## config.mk

```make
export PLATFORM = sky130hd
export DESIGN_NAME = gate_test_sequencer
export DESIGN_NICKNAME = d
export VERILOG_FILES = /design/src/rtl/gate_test_pkg.sv /design/src/rtl/gate_test_hold_cnt.sv /design/src/rtl/gate_test_sequencer.sv
export SDC_FILE = /design/constraint.sdc
export NUM_CORES = 1
export LEC_CHECK = 0
export ABC_AREA = 1
export BUFFER_PORTS_ARGS = -buffer_cell sky130_fd_sc_hd__buf_4
export CAP_MARGIN = 10
export CORE_MARGIN = 5
export CORE_UTILIZATION = 57
export CTS_BUF_LIST = sky130_fd_sc_hd__clkbuf_8
export DETAILED_ROUTE_END_ITERATION = 7
export PLACE_DENSITY = 0.87
export SKIP_CTS_REPAIR_TIMING = 1
export SYNTH_ARGS = -nofsm -noshare
export SYNTH_HDL_FRONTEND = slang
export SYNTH_SLANG_ARGS = --single-unit
```

## constraint.sdc

```tcl
create_clock -name clk -period 2.3 [get_ports clk]
set_clock_uncertainty 0.15 [all_clocks]
set_input_delay 0.115 -clock clk [delete_from_list [all_inputs] [get_ports clk]]
set_output_delay 0.115 -clock clk [all_outputs]
set_load 0.05 [all_outputs]
```

## src/rtl/gate_test_pkg.sv

```systemverilog
// -----------------------------------------------------------------------------
// gate_test_pkg
// Shared definitions for the two-input gate test sequencer:
//   - FSM state encoding
//   - number of input vectors applied per pass
//   - reference truth tables, indexed by {a,b}
//   - saturating increment used by the mismatch counter
// -----------------------------------------------------------------------------
package gate_test_pkg;

  typedef enum logic [1:0] {
    ST_IDLE  = 2'd0,
    ST_DRIVE = 2'd1,
    ST_DONE  = 2'd2
  } state_e;

  localparam int unsigned NUM_VECTORS = 4;

  // Bit {a,b} of each table is the gate output expected for that vector.
  localparam logic [3:0] TT_OR   = 4'b1110;
  localparam logic [3:0] TT_AND  = 4'b1000;
  localparam logic [3:0] TT_XOR  = 4'b0110;
  localparam logic [3:0] TT_NAND = 4'b0111;
  localparam logic [3:0] TT_NOR  = 4'b0001;

  // Saturating increment for the 3-bit mismatch count. Only four samples are
  // taken per pass, so saturation is never reached in practice; it just keeps
  // the counter from ever wrapping back to a "clean" value.
  function automatic logic [2:0] err_inc(input logic [2:0] v);
    logic [2:0] r;
    if (v == 3'd7) begin
      r = v;
    end else begin
      r = v + 3'd1;
    end
    return r;
  endfunction

endpackage

```

## src/rtl/gate_test_hold_cnt.sv

```systemverilog
// -----------------------------------------------------------------------------
// gate_test_hold_cnt
// Counts the cycles an input vector has been held on the gate under test.
// Ports:
//   clk  - clock, rising edge
//   rst  - asynchronous active-high reset (count -> 0)
//   en   - count this cycle (high while vectors are being driven)
//   clr  - synchronous clear, takes priority over en
//   tc_o - terminal count: high in the cycle whose closing edge is the
//          sample edge (count == HOLD_CYCLES-1 while enabled)
// -----------------------------------------------------------------------------
module gate_test_hold_cnt #(
  parameter int unsigned HOLD_CYCLES = 10
) (
  input  logic clk,
  input  logic rst,
  input  logic en,
  input  logic clr,
  output logic tc_o
);

  localparam logic [7:0] LAST_CNT = 8'(HOLD_CYCLES - 1);

  logic [7:0] cnt_q;
  logic [7:0] cnt_d;

  // Next count: clear, wrap at the terminal count, or advance while enabled.
  always_comb begin
    cnt_d = cnt_q;
    if (clr) begin
      cnt_d = 8'd0;
    end else if (en) begin
      if (cnt_q == LAST_CNT) begin
        cnt_d = 8'd0;
      end else begin
        cnt_d = cnt_q + 8'd1;
      end
    end else begin
      cnt_d = cnt_q;
    end
  end

  // Count register.
  always_ff @(posedge clk or posedge rst) begin
    if (rst) begin
      cnt_q <= 8'd0;
    end else begin
      cnt_q <= cnt_d;
    end
  end

  assign tc_o = en && (cnt_q == LAST_CNT);

endmodule

```

## src/rtl/gate_test_sequencer.sv

```systemverilog
// -----------------------------------------------------------------------------
// gate_test_sequencer
// Applies the four input vectors {a,b} = 00,01,10,11 to a two-input gate,
// holding each for HOLD_CYCLES cycles, samples the gate output at the end of
// each hold and compares it with a latched expected truth table.
// Ports:
//   clk              - clock, rising edge
//   rst              - asynchronous active-high reset
//   start            - one-cycle request to run a pass (honoured in IDLE only)
//   exp_tt[3:0]      - expected truth table, bit {a,b} = expected y
//   y_in             - gate-under-test output, synchronous to clk
//   a_out, b_out     - registered gate inputs
//   busy             - high while a pass runs (DRIVE and DONE)
//   done             - one-cycle pulse at the end of a pass
//   pass             - last completed pass had no mismatches
//   err_cnt[2:0]     - mismatch count of the current / last pass
//   first_fail_valid - a mismatch has been seen in the current / last pass
//   first_fail_idx   - vector index {a,b} of the first mismatch
// -----------------------------------------------------------------------------
module gate_test_sequencer
  import gate_test_pkg::*;
#(
  parameter int unsigned HOLD_CYCLES = 10
) (
  input  logic       clk,
  input  logic       rst,
  input  logic       start,
  input  logic [3:0] exp_tt,
  input  logic       y_in,
  output logic       a_out,
  output logic       b_out,
  output logic       busy,
  output logic       done,
  output logic       pass,
  output logic [2:0] err_cnt,
  output logic       first_fail_valid,
  output logic [1:0] first_fail_idx
);

  localparam logic [1:0] LAST_IDX = 2'(NUM_VECTORS - 1);

  state_e     state_q, state_d;
  logic [1:0] idx_q, idx_d;
  logic [3:0] exp_q, exp_d;
  logic       a_q, a_d;
  logic       b_q, b_d;
  logic       busy_q, busy_d;
  logic       done_q, done_d;
  logic       pass_q, pass_d;
  logic [2:0] err_q, err_d;
  logic       ffv_q, ffv_d;
  logic [1:0] ffi_q, ffi_d;

  logic accept_s;
  logic hold_en_s;
  logic tc_s;
  logic mismatch_s;

  // The done pulse is registered out of DONE, so it is visible in the first
  // IDLE cycle; a start in that same cycle must still be ignored.
  assign accept_s   = (state_q == ST_IDLE) && start && !done_q;
  assign hold_en_s  = (state_q == ST_DRIVE);
  assign mismatch_s = (y_in != exp_q[idx_q]);

  gate_test_hold_cnt #(
    .HOLD_CYCLES(HOLD_CYCLES)
  ) u_hold_cnt (
    .clk (clk),
    .rst (rst),
    .en  (hold_en_s),
    .clr (accept_s),
    .tc_o(tc_s)
  );

  // Next-state and next-output logic of the sequencer.
  always_comb begin
    state_d = state_q;
    idx_d   = idx_q;
    exp_d   = exp_q;
    a_d     = 1'b0;
    b_d     = 1'b0;
    busy_d  = 1'b0;
    done_d  = 1'b0;
    pass_d  = pass_q;
    err_d   = err_q;
    ffv_d   = ffv_q;
    ffi_d   = ffi_q;

    case (state_q)
      ST_IDLE: begin
        if (accept_s) begin
          state_d = ST_DRIVE;
          exp_d   = exp_tt;
          idx_d   = 2'd0;
          err_d   = 3'd0;
          pass_d  = 1'b0;
          ffv_d   = 1'b0;
          ffi_d   = 2'd0;
          busy_d  = 1'b1;
          // Vector 0 is {0,0}, so a/b stay low on the accepting edge.
          a_d     = 1'b0;
          b_d     = 1'b0;
        end else begin
          state_d = ST_IDLE;
        end
      end

      ST_DRIVE: begin
        busy_d = 1'b1;
        a_d    = idx_q[1];
        b_d    = idx_q[0];
        if (tc_s) begin
          if (mismatch_s) begin
            err_d = err_inc(err_q);
            if (!ffv_q) begin
              ffv_d = 1'b1;
              ffi_d = idx_q;
            end else begin
              ffv_d = ffv_q;
            end
          end else begin
            err_d = err_q;
          end
          if (idx_q == LAST_IDX) begin
            state_d = ST_DONE;
            a_d     = 1'b0;
            b_d     = 1'b0;
          end else begin
            // Advance the vector and present it on the same edge.
            idx_d = idx_q + 2'd1;
            a_d   = idx_d[1];
            b_d   = idx_d[0];
          end
        end else begin
          state_d = ST_DRIVE;
        end
      end

      ST_DONE: begin
        state_d = ST_IDLE;
        done_d  = 1'b1;
        pass_d  = (err_q == 3'd0);
        idx_d   = 2'd0;
      end

      default: begin
        state_d = ST_IDLE;
        idx_d   = 2'd0;
      end
    endcase
  end

  // Sequencer state and output registers.
  always_ff @(posedge clk or posedge rst) begin
    if (rst) begin
      state_q <= ST_IDLE;
      idx_q   <= 2'd0;
      exp_q   <= 4'd0;
      a_q     <= 1'b0;
      b_q     <= 1'b0;
      busy_q  <= 1'b0;
      done_q  <= 1'b0;
      pass_q  <= 1'b0;
      err_q   <= 3'd0;
      ffv_q   <= 1'b0;
      ffi_q   <= 2'd0;
    end else begin
      state_q <= state_d;
      idx_q   <= idx_d;
      exp_q   <= exp_d;
      a_q     <= a_d;
      b_q     <= b_d;
      busy_q  <= busy_d;
      done_q  <= done_d;
      pass_q  <= pass_d;
      err_q   <= err_d;
      ffv_q   <= ffv_d;
      ffi_q   <= ffi_d;
    end
  end

  assign a_out            = a_q;
  assign b_out            = b_q;
  assign busy             = busy_q;
  assign done             = done_q;
  assign pass             = pass_q;
  assign err_cnt          = err_q;
  assign first_fail_valid = ffv_q;
  assign first_fail_idx   = ffi_q;

endmodule

```

==> impl_metrics.env, run 1 <==
export IMPL_end_kind="flop"
export IMPL_layout_setup_ws_ns=0.5516
export IMPL_fmax_mhz=571.9
export IMPL_crit_buf_inv=2
export IMPL_finalSetupTns_ns=0
export IMPL_worst_setup_path_type="reg2reg"
export IMPL_ys_warn_count=0
export IMPL_relSlewSlack=0.7735
export IMPL_dp_hpwl_um=2185
export IMPL_gr_max_usage_layer="met2"
export IMPL_root_buffer="clkbuf_8"
export IMPL_tightestPinTransition_ns=0.3398
export IMPL_peakVddDrop_uv=663.5
export IMPL_start_kind="flop"
export IMPL_async_flop_share=1.000
export IMPL_yosysSeqAreaShare=0.4856
export IMPL_grt_overflow=0
export IMPL_fin_crit_sh=0.7602
export IMPL_synth_area_leaders="dfrtp_1, nand2_1, ha_1"
export IMPL_cp_top_family="simple AND/OR/NAND/NOR gates"
export IMPL_grt_start_max_net_pins=28
export IMPL_numCtsBuffers=3
export IMPL_startpoint="u_hold_cnt.cnt_q[1]"
export IMPL_worstPathCellList="inv_1 > ha_1 > inv_1 > nor3_1 > nand2_2 > o21ai_4 > nand3_2 > nand2_1 > nand2_1"
export IMPL_synthesis_nets=182
export IMPL_worst_path_max_fanout=8
export IMPL_hold_violations=0
export IMPL_dieArea_um2=3529
export IMPL_netlist_top_cells_count="nand2_1, dfrtp_1, inv_1"
export IMPL_hold_class="in2reg"
export IMPL_cp_slowest_cell="dfrtp_1"
export IMPL_synth_ff_type="dfrtp_1"
export IMPL_regToRegSetupSlack_ns=0.55
export IMPL_core_um2=2410
export IMPL_power_density_nw_per_um2=753.9
export IMPL_fillers=204
export IMPL_synth_most_common_cell="nand2_1"
export IMPL_synthCells=168
export IMPL_grt_usage=0.1868
export IMPL_nNetsFinal=211
export IMPL_avgSynthCellArea_um2=8.282
export IMPL_setup_violations=0
export IMPL_required_ns=2.32
export IMPL_initial_utilization=0.5774
export IMPL_pre_cts_ws_ns=0.5641
export IMPL_dieHeight_um=59.41
export IMPL_power_mw=1.258
export IMPL_num_rows=18
export IMPL_htreeDepth=1
export IMPL_timing_rr_start="u_hold_cnt.cnt_q[1]"
export IMPL_ys_types=21
export IMPL_yosys_area_top_type="dfrtp_1"
export IMPL_diodes=0
export IMPL_max_stage_delay_ns=0.40
export IMPL_period_needed_ns=1.748
export IMPL_ant_nets=0
export IMPL_portBuffers=18
export IMPL_drc=0
export IMPL_drt_first_pass_iters=4
export IMPL_rsz0062_at_grt="no"
export IMPL_synth_seq_cells=27
export IMPL_die_x_um=59.41
export IMPL_grt_met3_usage=0.03486
export IMPL_p_leak_nw=0.8751
export IMPL_num_io_pins=19
export IMPL_cts_tree="done"
export IMPL_syn2layout_area_growth_pct=19.96
export IMPL_wl_um=2935
export IMPL_synth_top_area_frac=0.4856
export IMPL_synth_area_um2=1391
export IMPL_grt_pass1_wl_um=4947
export IMPL_cts_max_path_buffers=2
export IMPL_synth_edff_count=0
export IMPL_vias_per_cell=5.310
export IMPL_placed_area_um2=1574
export IMPL_antenna_found_initial=0
export IMPL_vias=1200
export IMPL_post_drt_wl_per_cell_um=12.99
export IMPL_final_area_um2=1669
export IMPL_status="complete, no violations"
export IMPL_cts_sinks=27
export IMPL_path_clk_slew_ns=0.08
export IMPL_groute_layer_met2_usage=0.3417
export IMPL_drtIter0Drc=23
export IMPL_min_from="y_in"
export IMPL_cap_viol_max_count=0
export IMPL_grt_pass1_vias=1222
export IMPL_place_gp_congestion=0.8663
export IMPL_drive_above_1_share=0.1888
export IMPL_maxSlewViolCount=0
export IMPL_arrival_ns=1.76
export IMPL_clock_latency_ns=0.27
export IMPL_gr_usage_met1=0.1980
## cell families after synthesis
family / after synthesis / share of synthesized area
DFF: 27 / 0.4856
and+or+nand+nor: 89 / 0.2851
AOI/OAI and AO/OA: 17 / 0.07824
adders and majority gates: 6 / 0.05396
buffers and inverters: 24 / 0.06564
xor gates and xnor gates: 5 / 0.03147
## per-stage QoR
stage,cells,util,hold slack (ns)
after floorplan,168,-,0.01772
after global placement,217,0.6532,0.04406
after detailed placement,217,0.6532,0.04955
after CTS,221,0.6719,-0.2464
after global routing,226,0.6926,0.1784
final,226,0.6926,0.1616
## routing by layer
metal | routed length, µm | part of all wire
met2 | 1602 | 0.55
met4 | 70 | 0.024
met3 | 95 | 0.032
met5 | 0 | 0
met1 | 1167 | 0.40
## where the power goes
group	leakage, nW	internal (mW)	switching, mW
clock network	0.0269	0.120	0.138
logic	0.499	0.143	0.264
registers	0.349	0.536	0.0583
total	0.875	0.798	0.460
## layout by cell type (no fill, tap or decap)
cell type / netlist / final
nand2_1: 49 / 49
dfrtp_1: 27 / 27
buf_4: 0 / 20
inv_1: 18 / 19
nor2_1: 14 / 14
o22ai_1: 8 / 8
nand3_1: 7 / 7
nand4_1: 7 / 7
ha_1: 6 / 6
inv_2: 5 / 5
dlygate4sd3_1: 0 / 5
nor3_1: 4 / 4
nand2_2: 4 / 4
o21ai_1: 4 / 4
xor2_1: 4 / 4
nand3_2: 3 / 3
clkbuf_8: 0 / 3
o21ai_0: 2 / 2
nor2_2: 1 / 1
o21ai_4: 1 / 1
a21oi_1: 1 / 1
xnor2_1: 1 / 1
o211ai_1: 1 / 1
## sequential cells by signal (all words and copies together), names as in the netlist
| register | count |
|---|---|
| busy | 1 |
| done | 1 |
| pass | 1 |
| idx_q | 2 |
| a_out | 1 |
| first_fail_idx | 2 |
| state_q | 2 |
| first_fail_valid | 1 |
| exp_q | 4 |
| err_cnt | 3 |
| u_hold_cnt.cnt_q | 8 |
| b_out | 1 |
## layout make-up
cell class                      count  area, µm²  area share
Clock buffer                        3      41.29     0.02474
Timing Repair Buffer               25      200.2      0.1199
Tap cell                           30      37.54     0.02249
Inverter                           23      86.33     0.05172
Multi-Input combinational cell    117      624.3      0.3741
Clock inverter                      1      3.754    0.002249
Sequential cell                    27      675.6      0.4048
## worst paths after layout
check,endpoint,cells after the start
max in group asynchronous,u_hold_cnt.cnt_q[5],4
worst min-delay path,err_cnt[0],5
worst max register to register,err_cnt[1],9
worst min register to register,done,1
worst max-delay path,err_cnt[1],9
min in group asynchronous,err_cnt[0],4
## worst reg2reg max path, stage by stage (launching register included)
cell and delay [ns]:
dfrtp_1 0.40, inv_1 0.08, ha_1 0.16, inv_1 0.05, nor3_1 0.17, nand2_2 0.11, o21ai_4 0.23, nand3_2 0.14
nand2_1 0.09, nand2_1 0.05
Power figures use the tool's default switching activity.
==> run 2: changes to the inputs <==
- CORE_UTILIZATION: 57 -> 53
- PLACE_DENSITY: 0.87 -> 0.85
- clock period: 2.3 -> 1.6 ns (I/O delays scaled with it)
==> run 2 against run 1 <==
Net effect: the run now ends with negative setup slack left; worst hold slack improved by 0.0028 ns; register-to-register slack got worse by 0.75 ns; combinational power increased by 76%; via count increased by 6.7%; die area increased by 6.3%; sequential power increased by 44%; largest power group unchanged.
==> impl_metrics.env, run 2 (synthesis gave the netlist of run 1 again) <==
export IMPL_power_density_nw_per_um2=1092
export IMPL_dieArea_um2=3750
export IMPL_power_frac_clock=0.200
export IMPL_final_cell_mix="nand2_1, buf_4, dfrtp_1, inv_1, nor2_1"
export IMPL_p_int_mw=1.224
export IMPL_largest_register_ff_count=8
export IMPL_regMostFlops="u_hold_cnt.cnt_q"
export IMPL_cts_sinks=27
export IMPL_multiInputGateArea_um2=678.2
export IMPL_fmax_mhz=555.5
export IMPL_cts_max_path_buffers=2
export IMPL_cts_tree="done"
export IMPL_grt_pass1_vias=1155
export IMPL_rsz0062_at_grt="yes"
export IMPL_portBuffers=18
export IMPL_cap_viol_max_count=0
export IMPL_postLayoutCoreUtil=0.7182
export IMPL_num_rows=18
export IMPL_required_ns=1.61
export IMPL_drtIter0Drc=44
export IMPL_layout_commonest_cell="nand2_1"
export IMPL_peakVddDrop_uv=783.3
export IMPL_violations="negative setup slack"
export IMPL_drc=0
export IMPL_vias_per_cell=5.447
export IMPL_power_switching_mw=0.7358
export IMPL_num_io_pins=19
export IMPL_arrival_ns=1.81
export IMPL_grt_overflow=0
export IMPL_numCtsBuffers=3
export IMPL_syn2layout_area_growth_pct=29.05
export IMPL_htreeDepth=1
export IMPL_grt_start_max_net_pins=28
export IMPL_worst_setup_path_type="reg2reg"
export IMPL_layout_setup_ws_ns=-0.2002
export IMPL_pwr_share_seq=0.435
export IMPL_p_sw_frac=0.3754
export IMPL_fin_crit_sh=1.125
export IMPL_relSlewSlack=0.7721
export IMPL_maxSlewViolCount=0
export IMPL_tightestPinTransition_ns=0.3419
export IMPL_root_buffer="clkbuf_8"
export IMPL_status="finished with violations"
export IMPL_pwr_share_comb=0.365
export IMPL_regToRegSetupSlack_ns=-0.20
export IMPL_setup_violations=13
export IMPL_p_leak_nw=0.9265
export IMPL_hold_ws_ns=0.1644
export IMPL_hold_violations=0
export IMPL_initial_utilization=0.5566
export IMPL_end_kind="flop"
export IMPL_post_drt_wl_per_cell_um=13.77
export IMPL_diodes=0
export IMPL_place_gp_congestion=0.8836
export IMPL_path_clk_slew_ns=0.09
export IMPL_start_kind="flop"
export IMPL_drive_above_1_share=0.2976
export IMPL_fillers=178
export IMPL_grt_pass1_wl_um=4864
export IMPL_nNetsFinal=220
export IMPL_antenna_found_initial=0
export IMPL_dp_hpwl_um=2210
export IMPL_core_um2=2500
export IMPL_grt_usage=0.1742
export IMPL_drt_first_pass_iters=4
export IMPL_hold_class="in2reg"
export IMPL_dieHeight_um=61.24
export IMPL_clock_latency_ns=0.27
export IMPL_worst_path_max_fanout=8
export IMPL_period_needed_ns=1.800
export IMPL_vias=1280
export IMPL_regArea_um2=676.9
export IMPL_ant_nets=0
export IMPL_wl_um=3235
export IMPL_die_x_um=61.24
-- run 2: cell types whose count changed in the layout (fill, tap and decap cells not counted), moves of 2 or more --
cell,before,now
nor3_2,0,4
nand2_2,4,7
buf_4,20,29
nand2_1,49,46
nor3_1,4,0
nand3_2,3,5
inv_2,5,7
nand3_1,7,5
inv_1,19,16
-- run 2: per-layer routing --
metal,GRT usage,wire length [µm],vias up
li1,-,-,619
met1,0.2155,1308,596
met2,0.3097,1608,52
met3,0.02306,230,13
met4,0.06192,88,0
met5,0,0,-
-- run 2: area by class of cell --
type                            instances  share of cell area
Timing Repair Buffer                   34              0.1491
Multi-Input combinational cell        117              0.3777
Tap cell                               30             0.02091
Clock inverter                          1            0.004181
Inverter                               23             0.04808
Sequential cell                        27              0.3770
Clock buffer                            3             0.02300
-- run 2: stage by stage --
stage | instance area [µm²] | cells | setup slack [ns] | TNS [ns] | power, mW
2_1_floorplan | 1393 | 168 | 0.002824 | 0 | 1.279
3_3_place_gp | 1620 | 223 | -0.02942 | -0.1517 | 1.439
3_5_place_dp | 1620 | 223 | -0.09433 | -0.5485 | 1.475
4_1_cts | 1669 | 227 | -0.1212 | -0.7691 | 1.865
5_1_grt | 1795 | 235 | -0.2819 | -2.414 | 2.064
6_report | 1795 | 235 | -0.2002 | -1.194 | 1.960
-- run 2: path summary, 6_finish.rpt --
check,start,to,cells past startpoint
setup / recovery,u_hold_cnt.cnt_q[1],err_cnt[0],9
hold / removal,y_in,err_cnt[2],5
setup reg to reg,u_hold_cnt.cnt_q[1],err_cnt[0],9
hold reg to reg,first_fail_idx[0],first_fail_idx[0],2
max in group asynchronous,rst,err_cnt[0],4
min in group asynchronous,rst,u_hold_cnt.cnt_q[5],4
-- run 2: critical path, stage by stage (launching register included) --
cell and delay [ns]:
dfrtp_1 0.40, inv_2 0.08, ha_4 0.14, inv_2 0.04, nor3_2 0.16, nand2_2 0.13, o21ai_4 0.28, nand3_2 0.14
nand2_1 0.09, nand2_1 0.06
-- run 2: power by group through the flow --
stage	sequential (mW)	clock, mW	combinational [mW]
2_1_floorplan	0.964	0	0.315
3_3_place_gp	0.849	0	0.591
3_5_place_dp	0.855	0	0.621
4_1_cts	0.841	0.398	0.626
5_1_grt	0.863	0.417	0.783
6_report	0.853	0.391	0.716
